[config.mk]
export PLATFORM = sky130hd
export DESIGN_NAME = raydir_stepper
export DESIGN_NICKNAME = d
export VERILOG_FILES = /design/src/rtl/raydir_stepper.sv
export SDC_FILE = /design/constraint.sdc
export NUM_CORES = 1
export LEC_CHECK = 0
export ABC_AREA = 1
export CAP_MARGIN = 40
export CORE_ASPECT_RATIO = 1.25
export CORE_MARGIN = 3
export CORE_UTILIZATION = 55
export CTS_BUF_LIST = sky130_fd_sc_hd__clkbuf_4
export CTS_CLUSTER_SIZE = 40
export DETAILED_ROUTE_END_ITERATION = 8
export MAX_ROUTING_LAYER = met4
export PLACE_DENSITY = 0.79
export REMOVE_ABC_BUFFERS = 1
export SKIP_LAST_GASP = 1
export SYNTH_ARGS = -nofsm -noshare
export SYNTH_HDL_FRONTEND = slang
export SYNTH_SLANG_ARGS = --single-unit
[constraint.sdc]
create_clock -name clk -period 5.6 [get_ports clk]
set_clock_uncertainty 0.2 [all_clocks]
set_input_delay 0.56 -clock clk [delete_from_list [all_inputs] [get_ports clk]]
set_output_delay 0.56 -clock clk [all_outputs]
set_load 0.02 [all_outputs]
[src/rtl/raydir_stepper.sv]
// Per-line ray direction generator: snapshots the view vectors on i_frame_start and
// sweeps LINES rays across the view plane. RAYDIR_REVERSE_EN mirrors the sweep direction.

`ifndef F
`define F [20:0]
`endif

module raydir_stepper #(
    parameter int LINES      = 480,
    parameter int STEP_SHIFT = 8
) (
    input  logic        clk,
    input  logic        reset,
    input  logic `F     facingX,
    input  logic `F     facingY,
    input  logic `F     vplaneX,
    input  logic `F     vplaneY,
    input  logic        i_frame_start,
    input  logic        i_ray_take,
    output logic        o_ray_valid,
    output logic `F     rayDirX,
    output logic `F     rayDirY,
    output logic [9:0]  o_line,
    output logic        o_frame_done,
    output logic [1:0]  fsm_state
);

    localparam int FW = $bits(facingX);
    localparam int AW = FW + STEP_SHIFT + 2;
    localparam logic [9:0] LAST_LINE = 10'(LINES - 1);

    typedef enum logic [1:0] {
        IDLE   = 2'd0,
        ACTIVE = 2'd1,
        DONE   = 2'd2
    } state_t;

    state_t state, state_next;
    logic   load, advance;

    logic signed [FW-1:0] step_x, step_y;
    logic signed [AW-1:0] acc_x, acc_y;
    logic signed [AW-1:0] start_x, start_y;
    logic signed [AW-1:0] next_x, next_y;

    function automatic logic signed [AW-1:0] sext(input logic [FW-1:0] v);
        return {{(AW-FW){v[FW-1]}}, v};
    endfunction

    // Accumulators hold ray * 2^STEP_SHIFT, so the per-line step is vplane unscaled.
`ifdef RAYDIR_REVERSE_EN
    assign start_x = (sext(facingX) + sext(vplaneX)) <<< STEP_SHIFT;
    assign start_y = (sext(facingY) + sext(vplaneY)) <<< STEP_SHIFT;
    assign next_x  = acc_x - sext(step_x);
    assign next_y  = acc_y - sext(step_y);
`else
    assign start_x = (sext(facingX) - sext(vplaneX)) <<< STEP_SHIFT;
    assign start_y = (sext(facingY) - sext(vplaneY)) <<< STEP_SHIFT;
    assign next_x  = acc_x + sext(step_x);
    assign next_y  = acc_y + sext(step_y);
`endif

    always_ff @(posedge clk) begin
        if (reset) begin
            state <= IDLE;
        end else begin
            state <= state_next;
        end
    end

    // A frame start pre-empts any take in the same cycle.
    always_comb begin
        state_next = state;
        load       = 1'b0;
        advance    = 1'b0;
        if (i_frame_start) begin
            load       = 1'b1;
            state_next = ACTIVE;
        end else begin
            unique case (state)
                ACTIVE: begin
                    if (i_ray_take) begin
                        if (o_line == LAST_LINE) begin
                            state_next = DONE;
                        end else begin
                            advance = 1'b1;
                        end
                    end
                end
                default: ;
            endcase
        end
    end

    always_ff @(posedge clk) begin
        if (reset) begin
            step_x <= '0;
            step_y <= '0;
            acc_x  <= '0;
            acc_y  <= '0;
            o_line <= '0;
        end else if (load) begin
            step_x <= vplaneX;
            step_y <= vplaneY;
            acc_x  <= start_x;
            acc_y  <= start_y;
            o_line <= '0;
        end else if (advance) begin
            acc_x  <= next_x;
            acc_y  <= next_y;
            o_line <= o_line + 10'd1;
        end
    end

    // Arithmetic shift floors toward minus infinity.
    assign rayDirX      = FW'(acc_x >>> STEP_SHIFT);
    assign rayDirY      = FW'(acc_y >>> STEP_SHIFT);
    assign o_ray_valid  = (state == ACTIVE);
    assign o_frame_done = (state == DONE);
    assign fsm_state    = state;

endmodule

# --- After elaboration in Yosys (flattened, before gate mapping) ---
# Cells that the tools add are included.
totals:
  out_inout_bits: 56
  rom_bits: 0
  latch_bits: 0
  mem_count: 0
  mem_bits_rw: 0
  in_bits: 88
  regBits: 116
op_classes:
  reduce_logical: 8
  multipliers: 0
  shifts: 0
  eq_ne: 3
  n_addsub: 5
  n_bitwise: 0
  magnitude_cmp: 0
  div: 0
  muxes: 13
ops:
  columns: ["op", "count"]
  rows:
  - ["2-to-1 mux 31 bit", 4]
  - ["adder 31 x 21 -> 31 bit", 2]
  - ["subtractor 21 x 21 -> 22 bit", 2]
  - ["adder 10 x 1 -> 10 bit, second input constant", 1]
  - ["equality test 10 x 9 -> 1 bit, second input constant", 1]
  - ["2-to-1 mux 1 bit", 9]
  - ["nonzero test 2 bit", 4]
  - ["AND reduction 3 bit", 2]
  - ["OR reduction 2 bit", 2]
  - ["equality test 2 x 1 -> 1 bit, second input constant", 1]
  - ["equality test 2 bit, second input constant", 1]

# --- Logic depth before layout (Yosys ltp) ---
# Gate-level depths: netlist (run 1).
logic_depth:
  ltp_word: 7
  mapped_depth: 15

# --- Worst setup path after synthesis (run 1) ---
# Ideal clock, no wire load.
synth_path:
  kind: "input to register"
  start: "in facingX[0] in the netlist's numbering"
  end: "reg acc_x[16]"
  t_required_ps: 5344
  path_slack_ps: 3230
  path_stages: 13
  arrival_ps: 2115
  setup_time_ps: 56
  path_cell_list: "inv_1 -> ha_1 -> fa_1 -> inv_1 -> nand3_1 -> nand3_1 -> nand2_1 -> nand2_1 -> inv_1 -> or2_2 -> a31oi_1 -> nand2_1 -> inv_1"
synth_via:
  elab_chain_len: 2
synth_lines:
  columns: ["item", "line", "source"]
  rows:
  - ["from (decl)", "14", "input logic `F facingX,"]
  - ["subtractor 21 x 21 -> 22 bit", "57", "assign start_x = (sext(facingX) - sext(vplaneX)) <<< STEP_SHIFT;"]
  - ["2-to-1 mux 31 bit", "102", "end else if (load) begin"]
  - ["to (signal assigned)", "105", "acc_x <= start_x;"]
  - ["to (signal assigned)", "109", "acc_x <= next_x;"]
  - ["to (decl)", "42", "logic signed [AW-1:0] acc_x, acc_y;"]
# Every way passes these cells.
# A chain may end at the register's enable or synchronous reset.

# --- Final worst setup path (run 1) ---
layout_path:
  start: "in vplaneY[11] in the netlist's numbering"
  end: "reg acc_y[26]"
layout_via:
  elab_chain_len: 2
layout_lines:
  columns: ["item", "line", "source"]
  rows:
  - ["from (decl)", "17", "input logic `F vplaneY,"]
  - ["subtractor 21 x 21 -> 22 bit", "58", "assign start_y = (sext(facingY) - sext(vplaneY)) <<< STEP_SHIFT;"]
  - ["2-to-1 mux 31 bit", "102", null]
  - ["to (signal assigned)", "106", "acc_y <= start_y;"]
  - ["to (signal assigned)", "110", "acc_y <= next_y;"]
  - ["to (decl)", "42", null]
# Every way passes these cells.

==> impl_metrics.env, run 1 <==
export IMPL_run_status="finished clean"
export IMPL_rsz0062_at_grt="no"
export IMPL_synthXorXnorAreaFrac_pct=1.531
export IMPL_gp_congestion=1.008
export IMPL_wirelength_mm=38.56
export IMPL_yosysSeqAreaShare_pct=19.59
export IMPL_syn_area_per_cell_um2=5.666
export IMPL_postSynthCellCount=2020
export IMPL_p_sw_mw=0.9712
export IMPL_mostFrequentLayoutCells="658 x nand2_1, 353 x inv_1, 203 x nor2_1"
export IMPL_ant_nets=0
export IMPL_cts_resized=0
export IMPL_cp_start_kind="input pin"
export IMPL_synth_fa_ha_area_share_pct=11.30
export IMPL_setup_viol=0
export IMPL_leakagePower_nw=6.834
export IMPL_grt_max_degree=60
export IMPL_yosys_cell_types_count=42
export IMPL_port_buffers=143
export IMPL_antenna_found_initial=1
export IMPL_crit_top_cell="nand2_1"
export IMPL_ctsHoldBuffers=0
export IMPL_dr_first_iter_drc_count=1060
export IMPL_post_cts_buffers=0
export IMPL_rows=58
export IMPL_worstPathRequired_ns=5.82
export IMPL_power_share_clock_pct=19.1
export IMPL_worstMarginPinSlew_ns=0.8348
export IMPL_fp_dieArea_um2=22590
export IMPL_grt_pass1_vias=11996
export IMPL_drt_first_pass_iters=5
export IMPL_vias=12745
export IMPL_root_buffer="clkbuf_4"
export IMPL_cts_buffer_depth=2
export IMPL_end_kind="flop"
export IMPL_switching_share_pct=42.50
export IMPL_numClockSinks=112
export IMPL_vdd_ir_drop_max_v=0.0001404
export IMPL_drive_gt1_share_pct=2.276
export IMPL_io_pins=144
export IMPL_synth_compound_area_share_pct=13.21
export IMPL_powerDensity_nw_per_um2=176.4
export IMPL_multiInputGateArea_um2=7381
export IMPL_holdCritPathClass="reg2reg"
export IMPL_register_area_um2=2242
export IMPL_syn_area_um2=11440
export IMPL_cts_tree="yes"
export IMPL_die_x_um=135.0
export IMPL_viasPerCell=5.355
export IMPL_seq_power_share_pct=39.9
export IMPL_fin_crit_ns=2.632
export IMPL_fin_nets=2293
export IMPL_synth_mux_area_fraction_pct=0
export IMPL_cp_top_family="simple AND/OR/NAND/NOR gates"
export IMPL_p_int_mw=1.314
export IMPL_slew_viol_final=0
export IMPL_critPathKind="in2reg"
export IMPL_synth_edf_count=0
export IMPL_syn_to_final_growth_pct=13.22
export IMPL_hpwl_mm=31.73
export IMPL_max_freq_mhz=379.9
export IMPL_grt_usage_pct=34.42
export IMPL_nFillCells=2068
export IMPL_yosys_warnings=0
export IMPL_period_share_pct=47.00
export IMPL_slew_headroom_pct=44.28
export IMPL_initial_core_util_pct=56.32
export IMPL_hold_viol=0
export IMPL_grt_pass1_wl_mm=60.05
export IMPL_gr_total_overflow=0
export IMPL_clkSlewWorstSetupHoldPaths_ns=0.22
export IMPL_ctsHtreeMaxLevel=3
export IMPL_cp_arrival_ns=2.86
export IMPL_synth_top_family_by_area="simple AND/OR/NAND/NOR gates"
export IMPL_timing_max_cap_violations=0
export IMPL_synth_seq_cells=112
export IMPL_wire_per_inst_um=16.20
export IMPL_final_common_cell="nand2_1"
export IMPL_clk_insertion_delay_late_ns=0.54
export IMPL_synth_ff_type="dfxtp_1"
export IMPL_cts_made_buffers=9
export IMPL_path_cells="clkdlybuf4s50_1, inv_1, ha_1, nand2_1, inv_1, nand2_1, nor2_1, nand3_1, nand3_1, nand2_1, nand3_1, nand2_1, nor2_1, nor2_1"
export IMPL_pwr_share_comb_pct=41.0
export IMPL_drc=0
export IMPL_path_buf_inv=3
export IMPL_synth_simple_area_share_pct=38.45
export IMPL_setup_tns_ns=0
export IMPL_ys_async_sr_fraction_pct=0
export IMPL_utilization_pct=63.77
export IMPL_die_y_um=167.3
export IMPL_cp_max_fo=5
export IMPL_core_um2=20320
export IMPL_slowest_delay_ns=0.45
export IMPL_crit_path_top_delay_cell="clkdlybuf4s50_1"
## power by group through the flow
stage,Clock [mW],Sequential [mW],Combinational (mW)
floorplan,0,0.942,0.550
global placement,0,0.925,0.907
detailed placement,0,0.926,0.922
CTS,0.437,0.910,0.928
global route,0.463,0.917,1.04
finish,0.436,0.912,0.937
## cells by family (layout without fill, tap and decap cells)
kind of cell	after synthesis	count (layout)
adder cells (fa/ha/maj)	101	101
AO/OA/AOI/OAI	283	283
buffers and inverters	434	523
AND/OR/NAND/NOR	1070	1070
flip-flops	112	112
other	0	1
XOR/XNOR	20	20
## cell usage after synthesis, types with 3 or more instances
master	count	area (um^2)
o21bai_1	14	105.1
nor3_1	21	105.1
o21ai_1	6	30.03
nor2_2	3	18.77
dfxtp_1	112	2242
nand2_1	658	2470
nor2_1	203	762.0
buf_2	5	25.02
inv_2	3	11.26
nand3b_1	18	135.1
a31oi_1	15	93.84
buf_1	3	11.26
or2_2	6	37.54
nand4_1	21	131.4
xor2_1	15	131.4
a21oi_2	3	26.28
o21ai_0	79	395.4
inv_1	353	1325
a21oi_1	155	775.7
ha_1	97	1214
clkbuf_1	21	78.83
nand3_1	128	640.6
xnor2_1	5	43.79
fa_1	4	80.08
o21a_1	4	30.03
a21o_1	3	22.52
buf_4	45	337.8
## metal layers
metal | share of wire (%) | up-vias | GRT usage, %
met5 | 0 | - | -
met4 | 6.7 | 0 | 20.34
met3 | 4.2 | 119 | 3.035
met2 | 51 | 435 | 62.29
met1 | 38 | 5684 | 36.02
li1 | - | 6507 | -
## sequential cells by signal (all words and copies together) (netlist names)
name and count:
fsm_state 2, step_x 21, acc_x 29, acc_y 29
o_line 10, step_y 21
## through the flow
step	hold slack, ns	std cells	setup WS (ns)	total power, mW	cell area (um^2)
final	0.2875	2380	2.968	2.285	12960
after global routing	0.2905	2380	2.763	2.419	12960
after CTS	0.2880	2379	2.997	2.275	12950
after detailed placement	0.2632	2363	2.459	1.849	12820
after global placement	0.2537	2361	2.428	1.832	12760
after floorplan	0.2447	1944	3.212	1.492	10970
## final timing paths
check | start | slack (ns) | cells after the start | to
max | vplaneY[11] | 2.97 | 14 | acc_y[26]
min | acc_y[4] | 0.29 | 2 | acc_y[4]
max reg2reg | step_y[0] | 3.00 | 15 | acc_y[28]
min reg2reg | acc_y[4] | 0.29 | 2 | acc_y[4]
## worst min-delay path: stages, from the launching register on
cell     delay [ns]
dfxtp_1        0.37
nand2_1        0.06
a21oi_1        0.05
## area by class of cell
class	instances	share of cell area, %
multi-input combinational	1474	56.96
sequential	112	17.30
timing repair buffer	149	11.65
inverter	358	10.39
tap	270	2.607
clock inverter	7	0.5504
clock buffer	9	0.5214
antenna	1	0.01931
Power figures use the tool's default switching activity.
==> inputs of run 2 (changes only) <==
CORE_UTILIZATION = 53   (was 55)
PLACE_DENSITY = 0.8   (was 0.79)
clock period = 2.3 ns   (was 5.6 ns; I/O delays follow)
==> run 2 against run 1 <==
- clock power rose by 140%
- highest routed layer unchanged
- largest power group unchanged
- worst setup slack worse by 2.9 ns
- final cell count is 8.6% higher
- sequential share of layout area decreased by 2.1 points
- critical endpoint is now acc_x[28]
==> impl_metrics.env, run 2 (synthesized netlist as in run 1, its figures left out) <==
export IMPL_initial_core_util_pct=54.40
export IMPL_hpwl_mm=33.92
export IMPL_end_kind="flop"
export IMPL_post_place_ws_ns=-0.4359
export IMPL_switching_share_pct=41.23
export IMPL_timing_max_cap_violations=0
export IMPL_run_status="finished clean"
export IMPL_worstMarginPinSlew_ns=0.4975
export IMPL_p_sw_mw=2.498
export IMPL_antenna_found_initial=1
export IMPL_numClockSinks=112
export IMPL_fp_dieArea_um2=23400
export IMPL_core_um2=21040
export IMPL_cp_startpoint="step_x[20]"
export IMPL_vias=13685
export IMPL_die_y_um=170.3
export IMPL_wirelength_mm=41.57
export IMPL_seq_power_share_pct=36.8
export IMPL_fin_nets=2494
export IMPL_ant_nets=0
export IMPL_fin_crit_ns=2.243
export IMPL_grt_pass1_wl_mm=63.91
export IMPL_vdd_ir_drop_max_v=0.0003207
export IMPL_p_int_mw=3.561
export IMPL_rows=59
export IMPL_pwr_share_comb_pct=45.6
export IMPL_clk_insertion_delay_late_ns=0.51
export IMPL_wire_per_inst_um=16.08
export IMPL_grt_usage_pct=35.81
export IMPL_final_setup_worst_slack_ns=0.05738
export IMPL_ctsHtreeMaxLevel=3
export IMPL_gr_total_overflow=0
export IMPL_cts_buffer_depth=2
export IMPL_hp_start="vplaneY[18]"
export IMPL_whs_ns=0.1377
export IMPL_fin_cells=2585
export IMPL_met1Wirelength_mm=15.44
export IMPL_drive_gt1_share_pct=14.33
export IMPL_gp_congestion=1.027
export IMPL_critPathKind="reg2reg"
export IMPL_rsz0062_at_grt="yes"
export IMPL_period_share_pct=97.51
export IMPL_holdCritPathClass="in2reg"
export IMPL_cp_arrival_ns=2.49
export IMPL_largestRegisters="acc_x: 29 flops, acc_y: 29 flops"
export IMPL_power_share_clock_pct=17.6
export IMPL_worstPathRequired_ns=2.55
export IMPL_grt_pass1_vias=13014
export IMPL_clkSlewWorstSetupHoldPaths_ns=0.20
export IMPL_syn_to_final_growth_pct=30.04
export IMPL_route_met2_wl_mm=20.82
export IMPL_top_layer="met4"
export IMPL_cts_made_buffers=9
export IMPL_nFillCells=1928
export IMPL_grt_max_degree=55
export IMPL_viasPerCell=5.294
export IMPL_dp_cells=2563
export IMPL_slew_viol_final=0
export IMPL_root_buffer="clkbuf_4"
export IMPL_hold_viol=0
export IMPL_wl_met3_mm=1.988
export IMPL_port_buffers=143
export IMPL_multiInputGateArea_um2=7729
export IMPL_setup_viol=0
export IMPL_reg2reg_from="step_x[20]"
export IMPL_die_x_um=137.4
export IMPL_register_area_um2=2257
export IMPL_mostFrequentLayoutCells="649 x nand2_1, 349 x inv_1, 200 x buf_4"
export IMPL_cp_start_kind="flop"
export IMPL_powerDensity_nw_per_um2=407.1
export IMPL_io_pins=144
export IMPL_cts_tree="yes"
export IMPL_slew_headroom_pct=66.83
export IMPL_dr_first_iter_drc_count=777
export IMPL_cp_max_fo=9
export IMPL_final_common_cell="nand2_1"
export IMPL_drc=0
export IMPL_drt_first_pass_iters=7
export IMPL_max_freq_mhz=445.9
export IMPL_leakagePower_nw=7.899
## run 2: cell count changes in the layout (fill, tap and decap cells not counted), sizes merged
cell | before | now
buf | 8 | 207
clkinv | 4 | 3
dlygate4sd3 | 0 | 2
clkinvlp | 0 | 1
## run 2: routing by layer
layer	global-route usage (%)	vias to the layer above
li1	-	6890
met1	37.10	6140
met2	63.00	487
met3	4.199	168
met4	23.61	0
met5	-	-
## run 2: critical path: stages, from the launching register on
cell and delay [ns]:
dfxtp_2 0.49, ha_1 0.31, a21oi_1 0.28, nand2_1 0.13
nand2_1 0.09, nand2_1 0.07, a21oi_1 0.19, nand3_1 0.11
nand2_1 0.09, nand2_2 0.10, a21oi_2 0.15
## run 2: through the flow
step	utilization, %	cell area (um^2)	power (mW)	TNS (ns)
2_1_floorplan	-	10970	3.633	-0.1965
3_3_place_gp	68.10	14330	4.850	-7.860
3_5_place_dp	68.10	14330	4.898	-9.555
4_1_cts	69.15	14550	5.949	0
5_1_grt	70.74	14880	6.418	-0.2594
6_report	70.74	14880	6.058	0
## run 2: what timing repair did
action | CTS | global route
pin swaps | 0 | 6
hold endpoints to repair | 10 | 0
hold buffers | 2 | 0
endpoints found under the setup margin | 20 | 36
setup buffers | 0 | 3
resized for setup | 15 | 74
## run 2: area by class of cell
class / count / area share (%)
flip-flops and latches: 112 / 15.17
well taps: 274 / 2.303
multi-input cells: 1474 / 51.93
inverters: 358 / 9.046
clock buffers: 9 / 0.4540
repair buffers: 350 / 20.55
clock inverters: 7 / 0.5380
diodes: 1 / 0.01681
## run 2: power by group through the flow
stage | clock network (mW) | logic, mW | registers, mW
2_1_floorplan | 0 | 1.34 | 2.29
3_3_place_gp | 0 | 2.60 | 2.25
3_5_place_dp | 0 | 2.65 | 2.25
4_1_cts | 1.07 | 2.67 | 2.21
5_1_grt | 1.13 | 3.04 | 2.24
6_report | 1.06 | 2.77 | 2.23
## run 2: worst paths after layout
| check | cells past startpoint | end | slack [ns] |
|---|---|---|---|
| max reg2reg | 10 | acc_x[28] | 0.06 |
| min reg2reg | 2 | o_line[9] | 0.30 |
| min | 3 | step_y[18] | 0.14 |
| max | 10 | acc_x[28] | 0.06 |
